**src/rtl/mtl_timing_gen.sv**
```systemverilog
// Raster timing generator for the MTL 800x480 panel.
// Free-running h/v counters, registered decode and sync alignment.
module mtl_timing_gen #(
  parameter int H_ACT    = 800,
  parameter int H_FP     = 210,
  parameter int H_SYNC   = 30,
  parameter int H_BP     = 16,
  parameter int V_ACT    = 480,
  parameter int V_FP     = 22,
  parameter int V_SYNC   = 13,
  parameter int V_BP     = 10,
  parameter int PIPE_LAT = 1
) (
  input  logic        clk,
  input  logic        reset,
  input  logic        ce,
  output logic [10:0] Xpos,
  output logic [9:0]  Ypos,
  output logic        active,
  output logic        de,
  output logic        hsync_n,
  output logic        vsync_n,
  output logic        frame_start
);

  localparam int H_TOTAL = H_SYNC + H_BP + H_ACT + H_FP;
  localparam int V_TOTAL = V_SYNC + V_BP + V_ACT + V_FP;

  localparam logic [10:0] H_MAX  = 11'(H_TOTAL - 1);
  localparam logic [10:0] H_SEND = 11'(H_SYNC);
  localparam logic [10:0] H_AST  = 11'(H_SYNC + H_BP);
  localparam logic [10:0] H_AEND = 11'(H_SYNC + H_BP + H_ACT);
  localparam logic [9:0]  V_MAX  = 10'(V_TOTAL - 1);
  localparam logic [9:0]  V_SEND = 10'(V_SYNC);
  localparam logic [9:0]  V_AST  = 10'(V_SYNC + V_BP);
  localparam logic [9:0]  V_AEND = 10'(V_SYNC + V_BP + V_ACT);

  logic [10:0] h_cnt;
  logic [9:0]  v_cnt;
  logic        h_act;
  logic        v_act;
  logic        act_nxt;
  logic [10:0] x_nxt;
  logic [9:0]  y_nxt;
  logic        hs0;
  logic        vs0;
  logic        fs0;

  // Raster counters; v advances on h wrap, both wrap together at frame end
  always_ff @(posedge clk or posedge reset) begin
    if (reset) begin
      h_cnt <= '0;
      v_cnt <= '0;
    end else if (ce) begin
      if (h_cnt >= H_MAX) begin
        h_cnt <= '0;
        if (v_cnt >= V_MAX) v_cnt <= '0;
        else                v_cnt <= v_cnt + 10'd1;
      end else begin
        h_cnt <= h_cnt + 11'd1;
      end
    end
  end

  // Window decode; coordinates only subtracted inside the active window
  always_comb begin
    h_act   = (h_cnt >= H_AST) && (h_cnt < H_AEND);
    v_act   = (v_cnt >= V_AST) && (v_cnt < V_AEND);
    act_nxt = h_act && v_act;
    x_nxt   = '0;
    y_nxt   = '0;
    if (act_nxt) begin
      x_nxt = h_cnt - H_AST;
      y_nxt = v_cnt - V_AST;
    end
  end

  // Stage 0: registered coordinates and raw (active-high) sync flags
  always_ff @(posedge clk or posedge reset) begin
    if (reset) begin
      Xpos   <= '0;
      Ypos   <= '0;
      active <= 1'b0;
      hs0    <= 1'b0;
      vs0    <= 1'b0;
      fs0    <= 1'b0;
    end else if (ce) begin
      Xpos   <= x_nxt;
      Ypos   <= y_nxt;
      active <= act_nxt;
      hs0    <= (h_cnt < H_SEND);
      vs0    <= (v_cnt < V_SEND);
      fs0    <= (h_cnt == '0) && (v_cnt == '0);
    end
  end

  generate
    if (PIPE_LAT == 0) begin : g_pass
      assign de          = active;
      assign hsync_n     = ~hs0;
      assign vsync_n     = ~vs0;
      assign frame_start = fs0;
    end else begin : g_pipe
      logic [PIPE_LAT-1:0] de_sr;
      logic [PIPE_LAT-1:0] hs_sr;
      logic [PIPE_LAT-1:0] vs_sr;
      logic [PIPE_LAT-1:0] fs_sr;

      // Alignment shift register, matches downstream RGB latency
      always_ff @(posedge clk or posedge reset) begin
        if (reset) begin
          de_sr <= '0;
          hs_sr <= '0;
          vs_sr <= '0;
          fs_sr <= '0;
        end else if (ce) begin
          de_sr[0] <= active;
          hs_sr[0] <= hs0;
          vs_sr[0] <= vs0;
          fs_sr[0] <= fs0;
          for (int i = 1; i < PIPE_LAT; i++) begin
            de_sr[i] <= de_sr[i-1];
            hs_sr[i] <= hs_sr[i-1];
            vs_sr[i] <= vs_sr[i-1];
            fs_sr[i] <= fs_sr[i-1];
          end
        end
      end

      assign de          = de_sr[PIPE_LAT-1];
      assign hsync_n     = ~hs_sr[PIPE_LAT-1];
      assign vsync_n     = ~vs_sr[PIPE_LAT-1];
      assign frame_start = fs_sr[PIPE_LAT-1];
    end
  endgenerate

endmodule

```
**config.mk**
```make
export PLATFORM = sky130hd
export DESIGN_NAME = mtl_timing_gen
export DESIGN_NICKNAME = d
export VERILOG_FILES = /design/src/rtl/mtl_timing_gen.sv
export SDC_FILE = /design/constraint.sdc
export NUM_CORES = 1
export LEC_CHECK = 0
export ABC_AREA = 1
export CORE_MARGIN = 3
export CORE_UTILIZATION = 45
export CTS_BUF_LIST = sky130_fd_sc_hd__clkbuf_16
export DETAILED_ROUTE_END_ITERATION = 10
export PLACE_DENSITY = 0.63
export SLEW_MARGIN = 20
export SYNTH_ARGS = -nofsm -noshare
export SYNTH_HDL_FRONTEND = slang
export SYNTH_SLANG_ARGS = --single-unit
```
**constraint.sdc**
```tcl
create_clock -name clk -period 2.56 [get_ports clk]
set_input_delay 0.256 -clock clk [delete_from_list [all_inputs] [get_ports clk]]
set_output_delay 0.256 -clock clk [all_outputs]
set_load 0.02 [all_outputs]
```
==> results of run 1 <==
## flip-flops by register name (all words and copies together) (netlist names)
register / flops
g_pipe.vs_sr: 1
Ypos: 10
de: 1
hs0: 1
Xpos: 11
active: 1
vs0: 1
fs0: 1
g_pipe.hs_sr: 1
h_cnt: 11
frame_start: 1
v_cnt: 10
## cell usage after synthesis
cell	number	area, um2
a21oi_1	1	5.00
buf_1	2	7.51
buf_2	7	35.0
buf_4	3	22.5
buf_6	4	45.0
clkbuf_1	1	3.75
dfrtp_1	50	1250
ha_1	6	75.1
inv_1	33	124
inv_2	3	11.3
nand2_1	131	492
nand2_2	2	12.5
nand2_4	1	11.3
nand3_1	30	150
nand4_1	8	50.1
nor2_1	39	146
nor2_2	4	25.0
nor2_4	2	22.5
nor3_1	4	20.0
nor3_2	2	20.0
nor4_1	1	6.26
o2111ai_1	1	8.76
o21ai_0	18	90.1
o21ai_2	10	87.6
xnor2_1	1	8.76
xor2_1	16	140
## final timing paths
check                                        startpoint  slack (ns)  depth (start not counted)                       to
worst min register to register  frame_start$_DFFE_PP0P_        0.48                          2  frame_start$_DFFE_PP0P_
min in group clk                frame_start$_DFFE_PP0P_        0.48                          2  frame_start$_DFFE_PP0P_
max in group asynchronous                         reset        2.00                          3      Ypos[7]$_DFFE_PP0P_
worst min-delay path                              reset        0.33                          3     Xpos[10]$_DFFE_PP0P_
worst max register to register     h_cnt[2]$_DFFE_PP0P_        0.74                          9     v_cnt[2]$_DFFE_PP0P_
worst max-delay path               h_cnt[2]$_DFFE_PP0P_        0.74                          9     v_cnt[2]$_DFFE_PP0P_
## power by group through the flow
stage	Sequential, mW	Clock [mW]	Combinational (mW)
after CTS	0.923	0.861	0.358
after global placement	0.934	0	0.350
after detailed placement	0.939	0	0.356
after global routing	0.936	0.901	0.406
final	0.925	0.848	0.354
after floorplan	0.891	0	0.326
## layout by cell type (no fill, tap or decap), types with 8 or more instances in the layout
cell,instances
nand2_1,131
dfrtp_1,50
nor2_1,39
inv_1,32
nand3_1,30
clkdlybuf4s50_1,28
o21ai_0,18
xor2_1,16
o21ai_2,10
nand4_1,8
## metal layers
metal	part of all wire, %	track usage [%]	routed length [um]
met5	0	0	0
met4	1.2	4.75	78
met3	5.8	3.84	375
met2	43	28.8	2760
met1	50	28.2	3260
## critical path: stages (launching register included)
cell,delay (ns)
dfrtp_1,0.45
ha_1,0.24
nand2_1,0.11
inv_1,0.09
nand3_1,0.09
nor2_2,0.10
nor2_2,0.07
nor2_2,0.43
nand2_1,0.10
nand2_1,0.09
## per-stage QoR
stage	power [mW]	setup WS, ns	instance area (um2)
global placement	1.28	0.725	3170
detailed placement	1.29	0.676	3170
CTS	2.14	0.711	3360
global route	2.24	0.526	3360
floorplan	1.22	0.996	2870
finish	2.13	0.736	3360
## cells by family (layout without fill, tap and decap cells)
| logic type | count (synthesis) | in the layout | share of synthesized area [%] |
|---|---|---|---|
| buf+inv | 53 | 75 | 8.67 |
| fa+ha+maj | 6 | 6 | 2.61 |
| compound gates | 30 | 30 | 6.67 |
| simple gates | 224 | 224 | 33.3 |
| flops | 50 | 50 | 43.6 |
| xor+xnor | 17 | 17 | 5.19 |
## layout make-up
cell class                 instances  area, um2  share of cell area [%]
sequential                        50       1250                    37.3
clock buffer                       5        125                    3.73
timing repair buffer              31        315                    9.40
clock inverter                     3       63.8                    1.90
multi-input combinational        277       1370                    40.9
inverter                          36        135                    4.03
tap                               75       93.8                    2.80
==> results by group, run 1 <==
Timing
  – Final worst-path cycle share: 71.3%
  – Fin. max-slew vios: 0
  – Slew HR: 63.1%
  – Finish-stage setup viols: 0
  – Period minus WS final: 1.82 ns
  – Final hold violations: 0
  – Worst Skew: 0.00495 ns
  – Fmax: 0.548 GHz
  – Unrepaired setup endpoints after global routing: false
  – Setup_tns: 0 ns
  – Least-Margin Pin Slew: 0.552 ns
  – Final hold slack: 0.325 ns

Logic synthesis
  – Sequential share of the synthesized area: 43.6%
  – Synthesized area: 0.00287 mm2
  – Syn Nets: 389
  – Post-synth cell types: 26
  – Synth Instances: 380
  – Synthesis warning total: 0
  – Post-Syn Area per Cell: 7.56 um2
  – Synth Register Bits: 50

Placement
  – # port buffers: 28
  – # placed instances: 469
  – Placer congestion estimate: 0.888
  – HPWL after detailed placement: 4.73 mm

Clock network
  – Reg clk slew, reported paths: 0.07 ns
  – CTS sink cnt: 50
  – CTS tree: done
  – Clock latency on the worst-skew pair: 0.29 ns
  – Clock tree buffer depth: 2
  – Hold buffer count at cts: 0
  – Root Driver: clkbuf_16
  – Post-CTS Setup Inserts: 0
  – Resized cells post-CTS: 0
  – H-tree depth: 2
  – CTS buffer count: 5

Pwr
  – P_leak: 1.70 nW
  – Flop pwr share: 43.5%
  – Sw Ratio: 28.0%
  – Clk network pwr share: 39.9%
  – Combinational cell fraction of total power: 16.7%
  – Power Dens Cells: 634 mW/mm2
  – Internal Pwr Total: 1.53 mW
  – Switching power: 596 uW
  – Max VDD drop: 0.363 mV

Detailed routing
  – Routed vias: 2427
  – DRC viols: 0
  – Drt pass-1 iters: 4
  – Drt wl/cell: 13.6 um
  – Initial DRC Count: 180
  – Vias per inst: 5.09
  – Overall routed net length: 6.48 mm
  – Antenna-violating nets left: 0

Critical path
  – Critical Path End Type: flip-flop
  – Critical Path Start Type: flip-flop
  – Critical Path RT: 2.79 ns
  – WS Path Type: flip-flop to flip-flop
  – Crit path max fanout: 13
  – Crit path DAT: 2.05 ns

Global routing
  – Vias in the first global route: 2337
  – GR Overflow Total: 0
  – Largest net degree at the start of global routing: 51
  – Initial antenna violation count: 0
  – First-pass GRT wire length: 11.3 mm
  – Gr usage total: 19.1%

Die
  – Initial core utilization: 47.4%
  – Die area: 0.00738 mm2
  – Rows: 28
  – Die Y: 85.9 um
  – Ports: 29
  – Core box area: 0.00606 mm2
  – Die X-Extent: 85.9 um

Layout
  – Nets@finish: 410
  – Synthesis-to-layout area growth: 16.9%
  – Final Non-Filler Cells: 477
  – Share of layout cells above drive strength 1: 8.71%
  – Ant diodes: 0
  – Fillcell total: 567
  – Final core utilization: 55.4%

Run status
  – Status: complete, no violations

Hold path
  – Hold WC Path Type: primary input to asynchronous set/reset pin

Flow run
  – Max_cap viols: 0
(Power assumes the default switching activity.)
==> inputs of run 2 (changes only) <==
==> constraint.sdc (replaced) <==
create_clock -name clk -period 1.69 [get_ports clk]
set_input_delay 0.169 -clock clk [delete_from_list [all_inputs] [get_ports clk]]
set_output_delay 0.169 -clock clk [all_outputs]
set_load 0.02 [all_outputs]
==> results by group, run 2 (same netlist as run 1, synthesis figures left out) <==
Clock network
  – Root Driver: clkbuf_16
  – Reg clk slew, reported paths: 0.06 ns
  – Hold buffer count at cts: 0
  – Clock tree buffer depth: 2
  – CTS tree: done
  – H-tree depth: 2
  – Clock latency on the worst-skew pair: 0.29 ns
  – CTS buffer count: 5
  – CTS sink cnt: 50

Pwr
  – Sw Ratio: 28.8%
  – Internal Pwr Total: 2.28 mW
  – Power consumption: 3.20 mW
  – Clk network pwr share: 34.5%
  – Max VDD drop: 0.556 mV
  – Flop pwr share: 42.3%
  – Combinational cell fraction of total power: 23.2%
  – Switching power: 922 uW
  – P_leak: 1.86 nW
  – Power Dens Cells: 890 mW/mm2

Critical path
  – Crit path DAT: 1.82 ns
  – Critical Path End Type: flip-flop
  – Critical Path RT: 1.90 ns
  – Critical Path Start Type: flip-flop
  – Crit path max fanout: 9
  – WS Path Type: flip-flop to flip-flop

Timing
  – Period minus WS final: 1.61 ns
  – Worst Skew: 0.00428 ns
  – Fmax: 0.622 GHz
  – Fin. max-slew vios: 0
  – Least-Margin Pin Slew: 0.359 ns
  – Setup_tns: 0 ns
  – Final hold violations: 0
  – Final worst-path cycle share: 95.2%
  – Finish-stage setup viols: 0
  – Unrepaired setup endpoints after global routing: true
  – Slew HR: 75.9%

Layout
  – Commonest non-fill, non-tap cell in the layout: nand2_1
  – Share of layout cells above drive strength 1: 16.4%
  – Synthesis-to-layout area growth: 25.4%
  – Final core utilization: 59.4%
  – Nets@finish: 442
  – Most frequent cells in the layout: nand2_1, dfrtp_1, nor2_1
  – Largest registers: Xpos (11), h_cnt (11)
  – Ant diodes: 0

Die
  – Ports: 29
  – Rows: 28
  – Die X-Extent: 85.9 um
  – Die Y: 85.9 um
  – Die area: 0.00738 mm2
  – Core box area: 0.00606 mm2
  – Initial core utilization: 47.4%

Detailed routing
  – Vias per inst: 4.99
  – Initial DRC Count: 200
  – Overall routed net length: 6.81 mm
  – Drt pass-1 iters: 4
  – DRC viols: 0
  – Routed vias: 2540
  – Antenna-violating nets left: 0
  – Drt wl/cell: 13.4 um

Global routing
  – First-pass GRT wire length: 11.5 mm
  – Vias in the first global route: 2376
  – GR Overflow Total: 0
  – Initial antenna violation count: 0
  – Largest net degree at the start of global routing: 37
  – Gr usage total: 19.6%

Run status
  – Status: complete, no violations

Placement
  – Placer congestion estimate: 0.882
  – HPWL after detailed placement: 4.99 mm
  – # port buffers: 28

Flow run
  – Max_cap viols: 0

Hold path
  – Hold WC Path Type: primary input to asynchronous set/reset pin
run 2: changes by cell type in the layout (fill, tap and decap cells not counted), sizes merged:
cell    delta
nand2      +1
bufinv     -1
clkinv     -1
buf       +31
inv        +2
run 2: path summary, 6_finish.rpt:
path	startpoint	end	slack (ns)	cells past startpoint
hold / removal	reset	Xpos[7]$_DFFE_PP0P_	0.17	2
setup reg to reg	h_cnt[8]$_DFFE_PP0P_	Xpos[0]$_DFFE_PP0P_	0.08	9
max in group asynchronous	reset	Ypos[7]$_DFFE_PP0P_	1.01	3
min in group clk	Ypos[0]$_DFFE_PP0P_	Ypos[0]$_DFFE_PP0P_	0.48	2
setup / recovery	h_cnt[8]$_DFFE_PP0P_	Xpos[0]$_DFFE_PP0P_	0.08	9
hold reg to reg	Ypos[0]$_DFFE_PP0P_	Ypos[0]$_DFFE_PP0P_	0.48	2
run 2: layout make-up:
| class | count | area [um2] |
|---|---|---|
| clock buffer | 5 | 125 |
| clock inverter | 3 | 37.5 |
| timing repair buffer | 62 | 548 |
| fill | 543 | 2460 |
| multi-input combinational | 278 | 1410 |
| tap | 75 | 93.8 |
| sequential | 50 | 1250 |
| inverter | 36 | 135 |
run 2: per-stage QoR:
step | worst slack, ns | cell area [um2] | instances | hold WS, ns
after CTS | 0.00944 | 3550 | 506 | 0.188
after floorplan | 0.126 | 2870 | 380 | 0.404
after detailed placement | -0.0263 | 3380 | 498 | 0.466
after global routing | -0.0220 | 3600 | 509 | 0.211
after global placement | 0.0433 | 3380 | 498 | 0.458
final | 0.0813 | 3600 | 509 | 0.175
run 2: what timing repair did:
item	4_1_cts	5_1_grt
resized for setup	2	9
pin swaps	0	2
endpoints found under the setup margin	14	24
buffers inserted	0	2
cloned	0	1
run 2: layer usage:
metal | vias up | GRT usage [%] | wire length (um)
met4 | 0 | 5.04 | 78
met3 | 7 | 3.27 | 328
met5 | - | 0 | 0
li1 | 1299 | - | -
met1 | 1166 | 29.7 | 3370
met2 | 68 | 29.0 | 3030
run 2: power by group through the flow:
stage                     combinational [mW]  sequential, mW  clock [mW]
after floorplan                        0.494            1.35           0
after global placement                 0.709            1.37           0
after detailed placement               0.703            1.38           0
after CTS                              0.713            1.36        1.14
after global routing                   0.839            1.37        1.18
final                                  0.742            1.36        1.11
run 2: critical path, stage by stage, from the launching register on:
cell and delay (ns):
dfrtp_1 0.46, inv_2 0.08, nand2_1 0.12, nor2_4 0.06, buf_4 0.13, nand2_1 0.06
nand2_1 0.08, nor2_4 0.25, nand2_4 0.17, o21ai_2 0.13
